==> src/rtl/cdb_issue_scheduler_pkg.sv <==
// Shared types and default latencies for the CDB issue scheduler and its reservation register.
package cdb_issue_scheduler_pkg;

    typedef enum logic [1:0] {
        UNIT_INT  = 2'd0,
        UNIT_MULT = 2'd1,
        UNIT_DIV  = 2'd2,
        UNIT_MEM  = 2'd3
    } exec_unit_e;

    typedef struct packed {
        logic       valid;
        exec_unit_e unit;
    } rr_slot_t;

    localparam int INT_LAT_DEF  = 1;
    localparam int MULT_LAT_DEF = 4;
    localparam int DIV_LAT_DEF  = 7;
    localparam int MEM_LAT_DEF  = 4;

    localparam rr_slot_t RR_FREE = '{valid: 1'b0, unit: UNIT_INT};

    // Bit order of the result is {mem,div,mult,int}, matching the unit encoding.
    function automatic logic [3:0] unit_onehot(input rr_slot_t slot);
        unit_onehot = slot.valid ? (4'b0001 << slot.unit) : 4'b0000;
    endfunction

endpackage

==> src/rtl/cdb_reservation_register.sv <==
// CDB reservation shift register: slot i names the bus owner i cycles from now.
module cdb_reservation_register
    import cdb_issue_scheduler_pkg::*;
#(
    parameter int INT_LAT  = INT_LAT_DEF,
    parameter int MULT_LAT = MULT_LAT_DEF,
    parameter int DIV_LAT  = DIV_LAT_DEF,
    parameter int MEM_LAT  = MEM_LAT_DEF,
    parameter int RR_DEPTH = 8
)
(
    input  logic       clk,
    input  logic       rst,
    input  logic       book_int,
    input  logic       book_mult,
    input  logic       book_div,
    input  logic       book_mem,
    output logic       free_int,
    output logic       free_mult,
    output logic       free_div,
    output logic       free_mem,
    output logic [3:0] cdb_sel
);

    rr_slot_t rr      [RR_DEPTH];
    rr_slot_t rr_next [RR_DEPTH];

    // A booking lands one slot below its latency because the whole register shifts this cycle.
    always_comb begin
        for (int i = 0; i < RR_DEPTH - 1; i++) begin
            rr_next[i] = rr[i + 1];
        end
        rr_next[RR_DEPTH - 1] = RR_FREE;
        if (book_int)  rr_next[INT_LAT - 1]  = '{valid: 1'b1, unit: UNIT_INT};
        if (book_mult) rr_next[MULT_LAT - 1] = '{valid: 1'b1, unit: UNIT_MULT};
        if (book_div)  rr_next[DIV_LAT - 1]  = '{valid: 1'b1, unit: UNIT_DIV};
        if (book_mem)  rr_next[MEM_LAT - 1]  = '{valid: 1'b1, unit: UNIT_MEM};
    end

    always_ff @(posedge clk or negedge rst) begin
        if (!rst) begin
            for (int i = 0; i < RR_DEPTH; i++) begin
                rr[i] <= RR_FREE;
            end
        end else begin
            for (int i = 0; i < RR_DEPTH; i++) begin
                rr[i] <= rr_next[i];
            end
        end
    end

    assign free_int  = !rr[INT_LAT].valid;
    assign free_mult = !rr[MULT_LAT].valid;
    assign free_div  = !rr[DIV_LAT].valid;
    assign free_mem  = !rr[MEM_LAT].valid;

    assign cdb_sel = unit_onehot(rr[0]);

endmodule

==> src/rtl/cdb_issue_scheduler.sv <==
// Issue grant controller for the int/mult/div/mem queues; define CDB_SCHED_PERF_EN for perf counters.
module cdb_issue_scheduler
    import cdb_issue_scheduler_pkg::*;
#(
    parameter int INT_LAT  = INT_LAT_DEF,
    parameter int MULT_LAT = MULT_LAT_DEF,
    parameter int DIV_LAT  = DIV_LAT_DEF,
    parameter int MEM_LAT  = MEM_LAT_DEF,
    parameter int RR_DEPTH = 8
)
(
    input  logic        clk,
    input  logic        rst,
    input  logic        ready_int,
    input  logic        ready_mult,
    input  logic        ready_div,
    input  logic        ready_mem,
    output logic        issue_int,
    output logic        issue_mult,
    output logic        issue_div,
    output logic        issue_mem,
    output logic [3:0]  cdb_sel,
    output logic        div_busy
`ifdef CDB_SCHED_PERF_EN
    ,
    output logic [31:0] perf_issue_cnt,
    output logic [31:0] perf_slot_conflict_cnt,
    output logic [31:0] perf_div_stall_cnt
`endif
);

    localparam int MAX_LAT_A  = (INT_LAT > MULT_LAT) ? INT_LAT : MULT_LAT;
    localparam int MAX_LAT_B  = (DIV_LAT > MEM_LAT) ? DIV_LAT : MEM_LAT;
    localparam int MAX_LAT    = (MAX_LAT_A > MAX_LAT_B) ? MAX_LAT_A : MAX_LAT_B;
    localparam bit SHARED_LAT = (MULT_LAT == MEM_LAT);
    localparam int DCW        = (DIV_LAT > 2) ? $clog2(DIV_LAT) : 1;

    if (RR_DEPTH <= MAX_LAT) begin : g_bad_depth
        $error("cdb_issue_scheduler: RR_DEPTH must exceed the largest latency");
    end
    if (INT_LAT < 1 || MULT_LAT < 1 || DIV_LAT < 1 || MEM_LAT < 1) begin : g_bad_lat
        $error("cdb_issue_scheduler: every latency must be at least 1");
    end
    if (INT_LAT == MULT_LAT || INT_LAT == DIV_LAT || INT_LAT == MEM_LAT ||
        MULT_LAT == DIV_LAT || DIV_LAT == MEM_LAT) begin : g_dup_lat
        $error("cdb_issue_scheduler: only mult and mem may share a latency");
    end

    logic           free_int, free_mult, free_div, free_mem;
    logic           elig_int, elig_mult, elig_div, elig_mem;
    logic           contest;
    logic           rr_ptr;
    logic [DCW-1:0] div_cnt;

    cdb_reservation_register #(
        .INT_LAT  (INT_LAT),
        .MULT_LAT (MULT_LAT),
        .DIV_LAT  (DIV_LAT),
        .MEM_LAT  (MEM_LAT),
        .RR_DEPTH (RR_DEPTH)
    ) u_rr (
        .clk       (clk),
        .rst       (rst),
        .book_int  (issue_int),
        .book_mult (issue_mult),
        .book_div  (issue_div),
        .book_mem  (issue_mem),
        .free_int  (free_int),
        .free_mult (free_mult),
        .free_div  (free_div),
        .free_mem  (free_mem),
        .cdb_sel   (cdb_sel)
    );

    assign div_busy  = (div_cnt != '0);
    assign elig_int  = ready_int  && free_int;
    assign elig_mult = ready_mult && free_mult;
    assign elig_div  = ready_div  && free_div && !div_busy;
    assign elig_mem  = ready_mem  && free_mem;
    assign contest   = SHARED_LAT && elig_mult && elig_mem;

    // Grants are forced low while reset is held so no queue releases an entry during reset.
    assign issue_int  = rst && elig_int;
    assign issue_mult = rst && elig_mult && !(contest && rr_ptr);
    assign issue_div  = rst && elig_div;
    assign issue_mem  = rst && elig_mem && !(contest && !rr_ptr);

    always_ff @(posedge clk or negedge rst) begin
        if (!rst) begin
            rr_ptr  <= 1'b0;
            div_cnt <= '0;
        end else begin
            if (contest) begin
                rr_ptr <= ~rr_ptr;
            end
            if (issue_div) begin
                div_cnt <= DCW'(DIV_LAT - 1);
            end else if (div_busy) begin
                div_cnt <= div_cnt - 1'b1;
            end
        end
    end

`ifdef CDB_SCHED_PERF_EN
    logic [2:0] issue_sum;
    logic       slot_conflict;
    logic       div_stall;

    function automatic logic [31:0] sat_add(input logic [31:0] cnt, input logic [2:0] inc);
        logic [32:0] sum;
        sum     = {1'b0, cnt} + {30'd0, inc};
        sat_add = sum[32] ? 32'hFFFF_FFFF : sum[31:0];
    endfunction

    assign issue_sum = {2'b00, issue_int} + {2'b00, issue_mult} +
                       {2'b00, issue_div} + {2'b00, issue_mem};
    assign slot_conflict = (ready_int  && !free_int)  || (ready_mult && !free_mult) ||
                           (ready_div  && !free_div)  || (ready_mem  && !free_mem)  ||
                           contest;
    assign div_stall = ready_div && div_busy;

    always_ff @(posedge clk or negedge rst) begin
        if (!rst) begin
            perf_issue_cnt         <= '0;
            perf_slot_conflict_cnt <= '0;
            perf_div_stall_cnt     <= '0;
        end else begin
            perf_issue_cnt         <= sat_add(perf_issue_cnt, issue_sum);
            perf_slot_conflict_cnt <= sat_add(perf_slot_conflict_cnt, {2'b00, slot_conflict});
            perf_div_stall_cnt     <= sat_add(perf_div_stall_cnt, {2'b00, div_stall});
        end
    end
`endif

endmodule

==> config.mk <==
export PLATFORM = sky130hd
export DESIGN_NAME = cdb_issue_scheduler
export DESIGN_NICKNAME = d
export VERILOG_FILES = /design/src/rtl/cdb_issue_scheduler_pkg.sv /design/src/rtl/cdb_reservation_register.sv /design/src/rtl/cdb_issue_scheduler.sv
export SDC_FILE = /design/constraint.sdc
export NUM_CORES = 1
export LEC_CHECK = 0
export ABC_CLOCK_PERIOD_IN_PS = 1200
export BUFFER_PORTS_ARGS = -buffer_cell sky130_fd_sc_hd__buf_2
export CORE_MARGIN = 4
export CORE_UTILIZATION = 35
export DETAILED_ROUTE_END_ITERATION = 16
export PLACE_DENSITY_LB_ADDON = 0.05
export SETUP_SLACK_MARGIN = 0.5
export SYNTH_ARGS = -nofsm -noshare
export SYNTH_HDL_FRONTEND = slang
export SYNTH_SLANG_ARGS = --single-unit
==> constraint.sdc <==
create_clock -name clk -period 1.2 [get_ports clk]
set_input_delay 0.12 -clock clk [delete_from_list [all_inputs] [get_ports clk]]
set_output_delay 0.12 -clock clk [all_outputs]
set_load 0.02 [all_outputs]
==> results.cfg <==
[yosys]
yosysSeqAreaShare_pct = 66.5
yosys.area.top_type = dfrtp_1
synth_cells = 57
syn_area_per_cell_um2 = 12.5
yosysWarnings = 0
synth_top_area_share_pct = 66.5
synth.area.top_cells = dfrtp_1 67%, nand2b_4 3.9%, nor2_1 3.7%
syn_area_um2 = 714
ys_types = 21
synth_nets = 65
synth_seq_cells = 19

[hold_path]
holdCritStartpoint = ready_mult
hold_class = in -> reg
holdPathStages = 3
hold_path_end = u_rr.rr[12]

[cells_and_area]
nets = 100
fin_area_mm2 = 0.00117
drive_gt1_share_pct = 63.7
diodes = 0
area_delta_synth_final_pct = 63.6
nFillCells = 161

[clock_tree]
tritoncts = built
clock-sinks = 19
insertion_delay_ns = 0.29
cts_max_level = 1
clockRootBuffer = clkbuf_4
clock_path_buffers = 2
clk_pin_slew_ns = 0.11
numCtsBuffers = 3

[routing]
antenna_left = 0
wirelength_um = 1340
firstDrtPassIters = 4
wl_met1_um = 562
drt_iter0_drc = 5
drc_errors = 0
vias = 492
dr_wl_met2_um = 690
wl_per_cell_um = 11.3
avgViaCountPerCell = 4.17
dr_wl_met3_um = 71
top_layer_used = met4

[worst_setup_path]
timing.rr.start = div_cnt[0]
critical_path.max_fanout = 4
worstSetupPathType = reg -> out
startpoint_type = flop
required_ns = 1.08
r2r_slack_ns = -0.11
worst-r2r-cell-count = 7
r2r_end = div_cnt[2]
crit_path_end_kind = output port
crit_start = div_cnt[0]
cp.arrival_ns = 1.23

[floorplan]
ioPinCount = 15
die_h_um = 53.2
die-width_um = 53.2
coreArea_mm2 = 0.00194
rows = 16
dieArea_mm2 = 0.00283
start_util_pct = 36.8

[global_route]
grt_max_degree = 15
grt-ovfl-total = 0
grt_antenna_before_repair = 0
grt_pass1_wl_um = 2170
grt_use_total_pct = 11.4
grt_pass1_vias = 489

[sta]
fin_crit_ns = 1.35
setup_ws_ns = -0.152
hold_viol_final = 0
max_slew_margin_pct = 85.9
drv_slew = 0
fmax_mhz = 740
rsz0062_at_grt = true
min_period_over_period_pct = 113
tightest_slew_ns = 0.210
finalClockSkew_ns = 0.00309
setup_violations = 6

[placed_design]
place_area_um2 = 908
dp_hpwl_um = 867
io_buffers = 14
gp_congestion = 0.692

[power]
ir_drop_v = 0.00133
power_density_mw_per_mm2 = 1790
p_leak_nw = 0.564
power_mw = 2.10

[run]
maxCapViolations = 0

[run_status]
violations = setup timing
status = finished, violations left
==> through the flow <==
stage	utilization (%)	hold WS [ns]	TNS, ns	cells	setup slack [ns]
2_1_floorplan	-	-0.176	0	57	0.140
3_3_place_gp	46.8	-0.0452	0	100	0.116
3_5_place_dp	46.8	-0.0423	0	100	0.0915
4_1_cts	57.5	0.0925	-0.489	114	-0.149
5_1_grt	60.2	0.118	-1.02	118	-0.232
6_report	60.2	0.104	-0.501	118	-0.152
==> cell usage after synthesis (all sizes together) <==
cell    instances
a211oi          1
a21oi           2
a311oi          1
and2            2
and3            1
and3b           1
dfrtp          19
ha              2
inv             5
mux2i           1
nand2           4
nand2b          3
nor2            7
nor2b           1
nor3b           1
o21ai           1
o21bai          2
or2             1
or2b            1
xor2            1
==> worst max path at each step <==
stage / endpoint / slack [ns] / cells after the start
after detailed placement: div_cnt[2] / 0.09 / 5
after floorplan: div_cnt[1] / 0.14 / 5
after global routing: issue_div / -0.23 / 5
after global placement: div_cnt[2] / 0.12 / 5
after CTS: issue_div / -0.15 / 5
final: issue_div / -0.15 / 5
==> worst max-delay path, stage by stage (launching register included) <==
cell      delay [ns]
dfrtp_1         0.41
inv_2           0.09
ha_4            0.15
nand2b_4        0.07
nor2_4          0.10
buf_6           0.12
==> layout by cell type, fill, tap and decap left out <==
cell type      synthesis  routed
clkbuf_4               0       3
a21oi_2                0       1
clkinv_2               0       1
buf_2                  0       6
inv_1                  5       2
ha_4                   0       2
nor2_1                 7       1
nor3b_4                0       1
or2b_1                 1       1
xor2_1                 1       1
and3b_2                0       1
nor2b_1                1       1
a311oi_1               1       1
or2_1                  1       1
nor2_2                 0       1
and2_4                 0       2
o21bai_1               2       2
nand2_2                0       1
a211oi_4               0       1
and3_4                 0       1
buf_6                  0      14
dfrtp_1               19      17
nor2_4                 0       5
nand2b_4               2       3
dfrtp_2                0       2
dlygate4sd3_1          0       1
mux2i_1                1       1
a21oi_1                2       1
o21ai_4                0       1
nand2_1                4       3
inv_2                  0       3
buf_4                  0       9
==> registers in the layout, summed over array words and instances, names as in the netlist <==
name	cells
rr_ptr	1
div_cnt	3
u_rr.rr	15
==> logic make-up after synthesis <==
family | after synthesis | share of synthesized area [%]
simple gates | 22 | 18.2
mux | 1 | 1.40
buf+inv | 5 | 2.63
xor+xnor | 1 | 1.23
compound gates | 7 | 6.48
fa+ha+maj | 2 | 3.50
flops | 19 | 66.6
==> where the power goes <==
group / internal, mW / switching [mW] / leakage [nW] / total, mW
clock: 0.124 / 0.191 / 0.0177 / 0.315
combinational: 0.515 / 0.385 / 0.310 / 0.900
sequential: 0.778 / 0.102 / 0.235 / 0.880
==> repair_timing <==
item,4_1_cts,5_1_grt
hold buffers,1,0
setup endpoints to repair,19,21
buffers inserted,9,4
endpoints found under the hold margin,19,0
resized for setup,29,6
pin swaps,10,3
==> layer usage <==
layer,up-vias,track usage [%]
met5,-,0
met4,0,7.66
met2,11,17.8
li1,250,-
met3,2,2.54
met1,229,14.1
==> final cells by class <==
type                            count  area [um^2]  area share [%]
Clock buffer                        3         22.5            1.93
Sequential cell                    19          478            40.9
Clock inverter                      1         5.00           0.428
Tap cell                           27         33.8            2.89
Inverter                            5         18.8            1.61
Timing Repair Buffer               30          265            22.7
Multi-Input combinational cell     33          345            29.6
No activity file was read; power rests on OpenSTA's default activity.
